`src/rtl/river_cfg_pkg.sv`:
```
// Core configuration constants shared across the River debug blocks.
package river_cfg_pkg;
    localparam int RISCV_ARCH       = 64;
    localparam int CFG_LOG2_CPU_MAX = 1;
endpackage

```
`src/rtl/types_river_pkg.sv`:
```
// Debug-port request type bit indices used by the dport interconnect.
package types_river_pkg;
    localparam int DPortReq_Write      = 0;
    localparam int DPortReq_RegAccess  = 1;
    localparam int DPortReq_MemAccess  = 2;
    localparam int DPortReq_MemVirtual = 3;
    localparam int DPortReq_Progexec   = 4;
    localparam int DPortReq_Total      = 5;
endpackage

```
`src/rtl/dmi_abscmd_seq_pkg.sv`:
```
// Types, cmderr codes, register struct and abstract-command field decoder
// for the abstract-command sequencer.
package dmi_abscmd_seq_pkg;
    import river_cfg_pkg::*;
    import types_river_pkg::*;

    typedef enum logic [3:0] {
        ST_IDLE,
        ST_CHECK,
        ST_REG_REQ,
        ST_REG_RESP,
        ST_EXEC_REQ,
        ST_EXEC_RESP,
        ST_MEM_REQ,
        ST_MEM_RESP,
        ST_DONE
    } state_e;

    localparam logic [2:0] CMDERR_NONE    = 3'd0;
    localparam logic [2:0] CMDERR_BUSY    = 3'd1;
    localparam logic [2:0] CMDERR_NOTSUPP = 3'd2;
    localparam logic [2:0] CMDERR_EXCEPT  = 3'd3;
    localparam logic [2:0] CMDERR_BUS     = 3'd5;

    localparam logic [7:0] CMDTYPE_REG = 8'd0;
    localparam logic [7:0] CMDTYPE_MEM = 8'd2;

    // Register and memory commands share bit positions for size, postinc and write.
    typedef struct packed {
        logic [7:0]  cmdtype;
        logic        virt;
        logic [2:0]  size;
        logic        postinc;
        logic        postexec;
        logic        transfer;
        logic        write;
        logic [15:0] regno;
    } cmd_fields_t;

    typedef struct packed {
        state_e                      state;
        logic [31:0]                 command;
        logic [RISCV_ARCH-1:0]       arg0;
        logic [RISCV_ARCH-1:0]       arg1;
        logic [CFG_LOG2_CPU_MAX-1:0] hartsel;
        logic                        cmd_ready;
        logic                        busy;
        logic                        done;
        logic [2:0]                  cmderr;
        logic [RISCV_ARCH-1:0]       rdata;
        logic                        postinc;
        logic [15:0]                 regno_next;
        logic [RISCV_ARCH-1:0]       arg1_next;
        logic                        req_valid;
        logic [DPortReq_Total-1:0]   dport_type;
        logic [RISCV_ARCH-1:0]       dport_addr;
        logic [2:0]                  dport_size;
        logic                        resp_ready;
    } regs_t;

    localparam regs_t REGS_RESET = '{
        state:      ST_IDLE,
        command:    '0,
        arg0:       '0,
        arg1:       '0,
        hartsel:    '0,
        cmd_ready:  1'b1,
        busy:       1'b0,
        done:       1'b0,
        cmderr:     CMDERR_NONE,
        rdata:      '0,
        postinc:    1'b0,
        regno_next: '0,
        arg1_next:  '0,
        req_valid:  1'b0,
        dport_type: '0,
        dport_addr: '0,
        dport_size: '0,
        resp_ready: 1'b0
    };

    function automatic cmd_fields_t decode_cmd(input logic [31:0] cmd);
        cmd_fields_t f;
        f.cmdtype  = cmd[31:24];
        f.virt     = cmd[23];
        f.size     = cmd[22:20];
        f.postinc  = cmd[19];
        f.postexec = cmd[18];
        f.transfer = cmd[17];
        f.write    = cmd[16];
        f.regno    = cmd[15:0];
        return f;
    endfunction

    function automatic logic [RISCV_ARCH-1:0] mask_to_size(input logic [RISCV_ARCH-1:0] d,
                                                          input logic [2:0] size);
        logic [RISCV_ARCH-1:0] m;
        case (size)
            3'd0:    m = {{(RISCV_ARCH-8){1'b0}},  d[7:0]};
            3'd1:    m = {{(RISCV_ARCH-16){1'b0}}, d[15:0]};
            3'd2:    m = {{(RISCV_ARCH-32){1'b0}}, d[31:0]};
            default: m = d;
        endcase
        return m;
    endfunction
endpackage

```
`src/rtl/dmi_abscmd_seq.sv`:
```
// Abstract-command sequencer: validates one debug abstract command, issues
// the dport transactions it needs and reports completion to the DMI.
module dmi_abscmd_seq
    import river_cfg_pkg::*;
    import types_river_pkg::*;
    import dmi_abscmd_seq_pkg::*;
(
    input  logic                        i_clk,
    input  logic                        i_nrst,
    input  logic                        i_cmd_valid,
    output logic                        o_cmd_ready,
    input  logic [31:0]                 i_command,
    input  logic [RISCV_ARCH-1:0]       i_arg0,
    input  logic [RISCV_ARCH-1:0]       i_arg1,
    input  logic [CFG_LOG2_CPU_MAX-1:0] i_hartsel,
    output logic                        o_busy,
    output logic                        o_done,
    output logic [2:0]                  o_cmderr,
    output logic [RISCV_ARCH-1:0]       o_rdata,
    output logic                        o_postinc,
    output logic [15:0]                 o_regno_next,
    output logic [RISCV_ARCH-1:0]       o_arg1_next,
    output logic                        o_dport_req_valid,
    input  logic                        i_dport_req_ready,
    output logic [CFG_LOG2_CPU_MAX-1:0] o_dport_hartsel,
    output logic [DPortReq_Total-1:0]   o_dport_type,
    output logic [RISCV_ARCH-1:0]       o_dport_addr,
    output logic [RISCV_ARCH-1:0]       o_dport_wdata,
    output logic [2:0]                  o_dport_size,
    input  logic                        i_dport_resp_valid,
    output logic                        o_dport_resp_ready,
    input  logic                        i_dport_resp_error,
    input  logic [RISCV_ARCH-1:0]       i_dport_rdata
);

    regs_t                     r;
    cmd_fields_t               w_fld;
    logic                      w_to_done;
    logic [2:0]                w_err;
    logic [DPortReq_Total-1:0] w_type_reg;
    logic [DPortReq_Total-1:0] w_type_mem;
    logic [DPortReq_Total-1:0] w_type_exec;

    always_comb begin
        // NOTE: every combinational output gets a default before the case so no
        // path leaves it unassigned (which would infer a latch); use = here, <= only in always_ff.
        w_fld       = decode_cmd(r.command);
        w_to_done   = 1'b0;
        w_err       = CMDERR_NONE;
        w_type_reg  = '0;
        w_type_mem  = '0;
        w_type_exec = '0;

        w_type_reg[DPortReq_Write]     = w_fld.write;
        w_type_reg[DPortReq_RegAccess] = 1'b1;
        w_type_mem[DPortReq_Write]     = w_fld.write;
        if (w_fld.virt) begin
            w_type_mem[DPortReq_MemVirtual] = 1'b1;
        end else begin
            w_type_mem[DPortReq_MemAccess] = 1'b1;
        end
        w_type_exec[DPortReq_Progexec] = 1'b1;

        case (r.state)
            ST_CHECK: begin
                if (w_fld.cmdtype == CMDTYPE_REG) begin
                    if (w_fld.transfer && !(w_fld.size inside {3'd2, 3'd3})) begin
                        w_to_done = 1'b1;
                        w_err     = CMDERR_NOTSUPP;
                    end else if (!w_fld.transfer && !w_fld.postexec) begin
                        w_to_done = 1'b1;
                    end
                end else if (w_fld.cmdtype == CMDTYPE_MEM) begin
                    if (w_fld.size > 3'd3) begin
                        w_to_done = 1'b1;
                        w_err     = CMDERR_NOTSUPP;
                    end
                end else begin
                    w_to_done = 1'b1;
                    w_err     = CMDERR_NOTSUPP;
                end
            end
            ST_REG_RESP: begin
                if (i_dport_resp_valid) begin
                    if (i_dport_resp_error) begin
                        w_to_done = 1'b1;
                        w_err     = CMDERR_EXCEPT;
                    end else if (!w_fld.postexec) begin
                        w_to_done = 1'b1;
                    end
                end
            end
            ST_EXEC_RESP: begin
                if (i_dport_resp_valid) begin
                    w_to_done = 1'b1;
                    w_err     = i_dport_resp_error ? CMDERR_EXCEPT : CMDERR_NONE;
                end
            end
            ST_MEM_RESP: begin
                if (i_dport_resp_valid) begin
                    w_to_done = 1'b1;
                    w_err     = i_dport_resp_error ? CMDERR_BUS : CMDERR_NONE;
                end
            end
            default: ;
        endcase
    end

    always_ff @(posedge i_clk or negedge i_nrst) begin
        if (!i_nrst) begin
            r <= REGS_RESET;
        end else begin
            r.done    <= 1'b0;
            r.postinc <= 1'b0;
            case (r.state)
                ST_IDLE: begin
                    if (i_cmd_valid) begin
                        r.state      <= ST_CHECK;
                        r.command    <= i_command;
                        r.arg0       <= i_arg0;
                        r.arg1       <= i_arg1;
                        r.hartsel    <= i_hartsel;
                        r.cmd_ready  <= 1'b0;
                        r.busy       <= 1'b1;
                        r.cmderr     <= CMDERR_NONE;
                        r.rdata      <= '0;
                        r.regno_next <= i_command[15:0] + 16'd1;
                        r.arg1_next  <= i_arg1 + (64'd1 << i_command[22:20]);
                    end
                end
                ST_CHECK: begin
                    if (!w_to_done) begin
                        r.req_valid  <= 1'b1;
                        r.dport_size <= w_fld.size;
                        if (w_fld.cmdtype == CMDTYPE_REG && w_fld.transfer) begin
                            r.state      <= ST_REG_REQ;
                            r.dport_type <= w_type_reg;
                            r.dport_addr <= {{(RISCV_ARCH-16){1'b0}}, w_fld.regno};
                        end else if (w_fld.cmdtype == CMDTYPE_REG) begin
                            r.state      <= ST_EXEC_REQ;
                            r.dport_type <= w_type_exec;
                            r.dport_addr <= '0;
                        end else begin
                            r.state      <= ST_MEM_REQ;
                            r.dport_type <= w_type_mem;
                            r.dport_addr <= r.arg1;
                        end
                    end
                end
                ST_REG_REQ: begin
                    if (i_dport_req_ready) begin
                        r.req_valid  <= 1'b0;
                        r.resp_ready <= 1'b1;
                        r.state      <= ST_REG_RESP;
                    end
                end
                ST_EXEC_REQ: begin
                    if (i_dport_req_ready) begin
                        r.req_valid  <= 1'b0;
                        r.resp_ready <= 1'b1;
                        r.state      <= ST_EXEC_RESP;
                    end
                end
                ST_MEM_REQ: begin
                    if (i_dport_req_ready) begin
                        r.req_valid  <= 1'b0;
                        r.resp_ready <= 1'b1;
                        r.state      <= ST_MEM_RESP;
                    end
                end
                ST_REG_RESP: begin
                    if (i_dport_resp_valid) begin
                        r.rdata      <= mask_to_size(i_dport_rdata, w_fld.size);
                        r.resp_ready <= 1'b0;
                        if (!w_to_done) begin
                            r.state      <= ST_EXEC_REQ;
                            r.req_valid  <= 1'b1;
                            r.dport_type <= w_type_exec;
                            r.dport_addr <= '0;
                        end
                    end
                end
                ST_EXEC_RESP, ST_MEM_RESP: begin
                    if (i_dport_resp_valid) begin
                        r.rdata      <= mask_to_size(i_dport_rdata, w_fld.size);
                        r.resp_ready <= 1'b0;
                    end
                end
                ST_DONE: begin
                    r.state     <= ST_IDLE;
                    r.busy      <= 1'b0;
                    r.cmd_ready <= 1'b1;
                end
                default: r <= REGS_RESET;
            endcase

            // NOTE: the last non-blocking assignment wins, so this overrides the
            // per-state next state whenever the command finishes this cycle.
            if (w_to_done) begin
                r.state   <= ST_DONE;
                r.done    <= 1'b1;
                r.cmderr  <= w_err;
                r.postinc <= w_fld.postinc && (w_err == CMDERR_NONE);
            end
        end
    end

    assign o_cmd_ready        = r.cmd_ready;
    assign o_busy             = r.busy;
    assign o_done             = r.done;
    assign o_cmderr           = r.cmderr;
    assign o_rdata            = r.rdata;
    assign o_postinc          = r.postinc;
    assign o_regno_next       = r.regno_next;
    assign o_arg1_next        = r.arg1_next;
    assign o_dport_req_valid  = r.req_valid;
    assign o_dport_hartsel    = r.hartsel;
    assign o_dport_type       = r.dport_type;
    assign o_dport_addr       = r.dport_addr;
    assign o_dport_wdata      = r.arg0;
    assign o_dport_size       = r.dport_size;
    assign o_dport_resp_ready = r.resp_ready;

endmodule

```
`config.mk`:
```
export PLATFORM = sky130hd
export DESIGN_NAME = dmi_abscmd_seq
export DESIGN_NICKNAME = d
export VERILOG_FILES = /design/src/rtl/river_cfg_pkg.sv /design/src/rtl/types_river_pkg.sv /design/src/rtl/dmi_abscmd_seq_pkg.sv /design/src/rtl/dmi_abscmd_seq.sv
export SDC_FILE = /design/constraint.sdc
export NUM_CORES = 1
export LEC_CHECK = 0
export CAP_MARGIN = 20
export CORE_MARGIN = 5
export CORE_UTILIZATION = 50
export CTS_BUF_LIST = sky130_fd_sc_hd__clkbuf_8
export DETAILED_ROUTE_END_ITERATION = 7
export PLACE_DENSITY = 0.8
export SYNTH_ARGS = -nofsm -noshare
export SYNTH_HDL_FRONTEND = slang
export SYNTH_SLANG_ARGS = --single-unit
export TNS_END_PERCENT = 5
```
`constraint.sdc`:
```
create_clock -name i_clk -period 2.8 [get_ports i_clk]
set_clock_uncertainty 0.1 [all_clocks]
set_input_delay 0.28 -clock i_clk [delete_from_list [all_inputs] [get_ports i_clk]]
set_output_delay 0.28 -clock i_clk [all_outputs]
set_load 0.02 [all_outputs]
```
==> reports/results.ini, run 1 <==
[floorplan]
fp.dieW_um=203.2
die_h_um=203.2
ios=521
initial_utilization=0.5088
coreArea_um2=36700
dieArea_um2=41300
rows=70

[synth]
synthArstFlopShare=1.000
post_synth_num_cell_types=65
yosys_warnings=0
synth_compound_area_frac=0.1667
synth-adder-area-share=0.007104
yosys.area_share.simple=0.1131
synth.cell_area_um2=18670
synth_seq_area_share=0.5228
synthXorXnorAreaFrac=0.03565
avgSynthCellArea_um2=10.56
synth_top_family_by_area=compound AO/OA/AOI/OAI gates
netlist_instances=1768
ys.flop_type=dfrtp_1
ys_seq_elements=390
synth_fp_nets=2009
synth-edff-count=0
post_synth_mux_area_share=0.01019

[clock_tree]
clk_pin_slew_ps=60
post_cts_resize_count=0
insertion_delay_ps=620
root_buffer=clkbuf_8
clkSinkCount=390
cts_setup_buffers=0
cts_tree=done
h-tree-depth=3
cts_hold_buf=1
cts_buffer_depth=3
cts_made_buffers=66

[global_route]
antenna_found_initial=3
grt_pass1_wl_um=89390
top_usage_layer=met2
use_met3=0.06567
grt_max_degree=124
use_met1=0.3732
met2_usage=0.4334
grt_pass1_vias=14940
gr-total-overflow=0
grt.total_usage=0.2734

[critical_path]
path_class=primary input to flip-flop
arrival_ps=3060
cpPeakStageDelay_ps=540
start_kind=primary input
cp_cell_sequence=clkdlybuf4s50_1 > or3b_4 > fa_1 > nand2b_1 > a21oi_1 > buf_4 > o2111a_1 > buf_4 > nand4_1 > xnor2_1 > a22o_1
critPathBufInv=3
cp_data_required_time_ps=3200
crit_fanout=9
end_kind=flip-flop
path_common_cell=buf_4
cp_slowest_cell=clkdlybuf4s50_1
cp_top_family=buffers and inverters
cp-startpoint=i_command[21]
reg2reg_from=w_fld[29]

[sta]
finalCritPeriodShare=0.9517
relSlewSlack=0.3040
whs_ps=145.6
finalCriticalPeriod_ps=2665
slew_violations=0
hold_viol_final=0
grt_setup_unrepaired=false
tightest_slew_ps=1042
clock.fmax_mhz=375.3
setup_viol=0
tns_ps=0

[power]
vdd_drop_max_mv=0.6169
p_int_w=0.01522
pwr-share-seq=0.359
switching_share=0.3920
share_comb_of_total_power=0.438
power_density_nw_per_um2=1036
clock_power_share=0.204
p_leak_nw=10.72
switchingPower_w=0.009816

[final_layout]
final_cell_mix=519 x clkdlybuf4s50_1, 389 x dfrtp_1, 223 x a22o_1
final_common_cell=clkdlybuf4s50_1
nets=2308
area_growth_pct=29.48
fillers=2757
multiInputGateArea_um2=6272
drive_gt1_frac=0.1131
seq_area_um2=9761

[routing]
vias=14660
avgViaCountPerCell=5.676
antenna_left=0
drc=0
drt_first_pass_iters=6
routed_wl_um=58160
drt-wirelength-per-cell_um=22.51
drt_iter0_markers=1119

[job]
drv_cap=0

[run_status]
status=finished clean

[place]
dp_hpwl_um=42200
io_buffers=520
place_congestion=0.8570

[min_path]
hp-class=primary input to asynchronous set/reset pin

## final timing paths
check                              endpoint  cells past startpoint  slack (ps)
max                         o_arg1_next[46]                     11         140
min                               w_fld[15]                      2         150
max reg2reg                 o_dport_addr[7]                      6         170
min reg2reg                          r[289]                      2         380
max in group asynchronous  o_dport_wdata[0]                      3        1600
min in group i_clk                w_fld[16]                      3         170
## routing by layer
layer	vias to the layer above	routed length, um
met5	-	32
met4	4	1641
met3	105	4588
met2	679	27640
met1	7324	24250
li1	6548	-
## state kept, by name, summed over array words and instances (netlist names), 5 cells and up
name	flops
w_fld	32
o_arg1_next	64
o_dport_addr	64
o_rdata	64
r	68
o_dport_type	5
o_regno_next	16
o_dport_wdata	64
## through the flow
stage / util / instances / power, W / worst slack (ps) / cell area, um2
floorplan: - / 1768 / 0.01659 / 26.00 / 18680
global placement: 0.6224 / 2466 / 0.01969 / -390.5 / 22840
detailed placement: 0.6224 / 2466 / 0.01995 / -482.9 / 22840
CTS: 0.6587 / 2582 / 0.02514 / 165.8 / 24170
global route: 0.6587 / 2583 / 0.02630 / 10.07 / 24170
finish: 0.6587 / 2583 / 0.02504 / 135.2 / 24170
## area by class of cell
| class | count | area share |
|---|---|---|
| inverters | 17 | 0.002640 |
| clock buffers | 86 | 0.04896 |
| diodes | 1 | 0.0001035 |
| clock inverters | 29 | 0.005693 |
| multi-input cells | 968 | 0.2595 |
| well taps | 468 | 0.02422 |
| repair buffers | 624 | 0.2552 |
| flip-flops and latches | 390 | 0.4038 |
## worst register-to-register path, cell delays in order (launching register included)
cell and delay, ps:
dfrtp_1 390, or4_4 550, nor4_4 280, a21oi_2 130, or3_4 500, nand2_8 190
mux2_2 360
## cells in the mapped netlist (6+ instances only)
cell / number / area [um2]
dfrtp_1: 389 / 9734
buf_4: 283 / 2125
a22o_1: 223 / 1953
nand2_1: 178 / 668.1
o21ai_0: 127 / 635.6
nand3_1: 102 / 510.5
clkbuf_1: 72 / 270.3
xnor2_1: 43 / 376.6
nor2_1: 39 / 146.4
xor2_1: 33 / 289.0
a21oi_1: 32 / 160.2
buf_2: 24 / 120.1
nor3_1: 21 / 105.1
inv_1: 17 / 63.81
mux2_2: 16 / 180.2
nand4_1: 16 / 100.1
nor4_1: 14 / 87.58
and3_1: 12 / 75.07
nor2b_1: 10 / 62.56
o21ai_1: 10 / 50.05
ha_1: 9 / 112.6
buf_6: 7 / 78.83
and2_1: 6 / 37.54
nand2b_1: 6 / 37.54
## cells by family after synthesis
group	count (synthesis)
buffers and inverters	410
AO/OA/AOI/OAI	430
AND/OR/NAND/NOR	435
multiplexers	17
adder cells (fa/ha/maj)	10
XOR/XNOR	76
flip-flops	390
## power groups by stage
stage	registers (W)	logic, W	clock network [W]
6_report	0.00898	0.0110	0.00510
3_3_place_gp	0.00896	0.0107	0
2_1_floorplan	0.00855	0.00804	0
3_5_place_dp	0.00899	0.0110	0
5_1_grt	0.00919	0.0116	0.00547
4_1_cts	0.00895	0.0110	0.00519
No activity file was read; power rests on OpenSTA's default activity.
==> run 2: changes to the inputs <==
--- a/config.mk
+++ b/config.mk
@@ -5,7 +5,7 @@
 export SDC_FILE = /design/constraint.sdc
 export NUM_CORES = 1
 export LEC_CHECK = 0
-export CAP_MARGIN = 20
+export CAP_MARGIN = 10
 export CORE_MARGIN = 5
 export CORE_UTILIZATION = 50
 export CTS_BUF_LIST = sky130_fd_sc_hd__clkbuf_8
==> results of run 2 <==
Same layout as run 1: the final DEF is identical, and so are final timing and power.
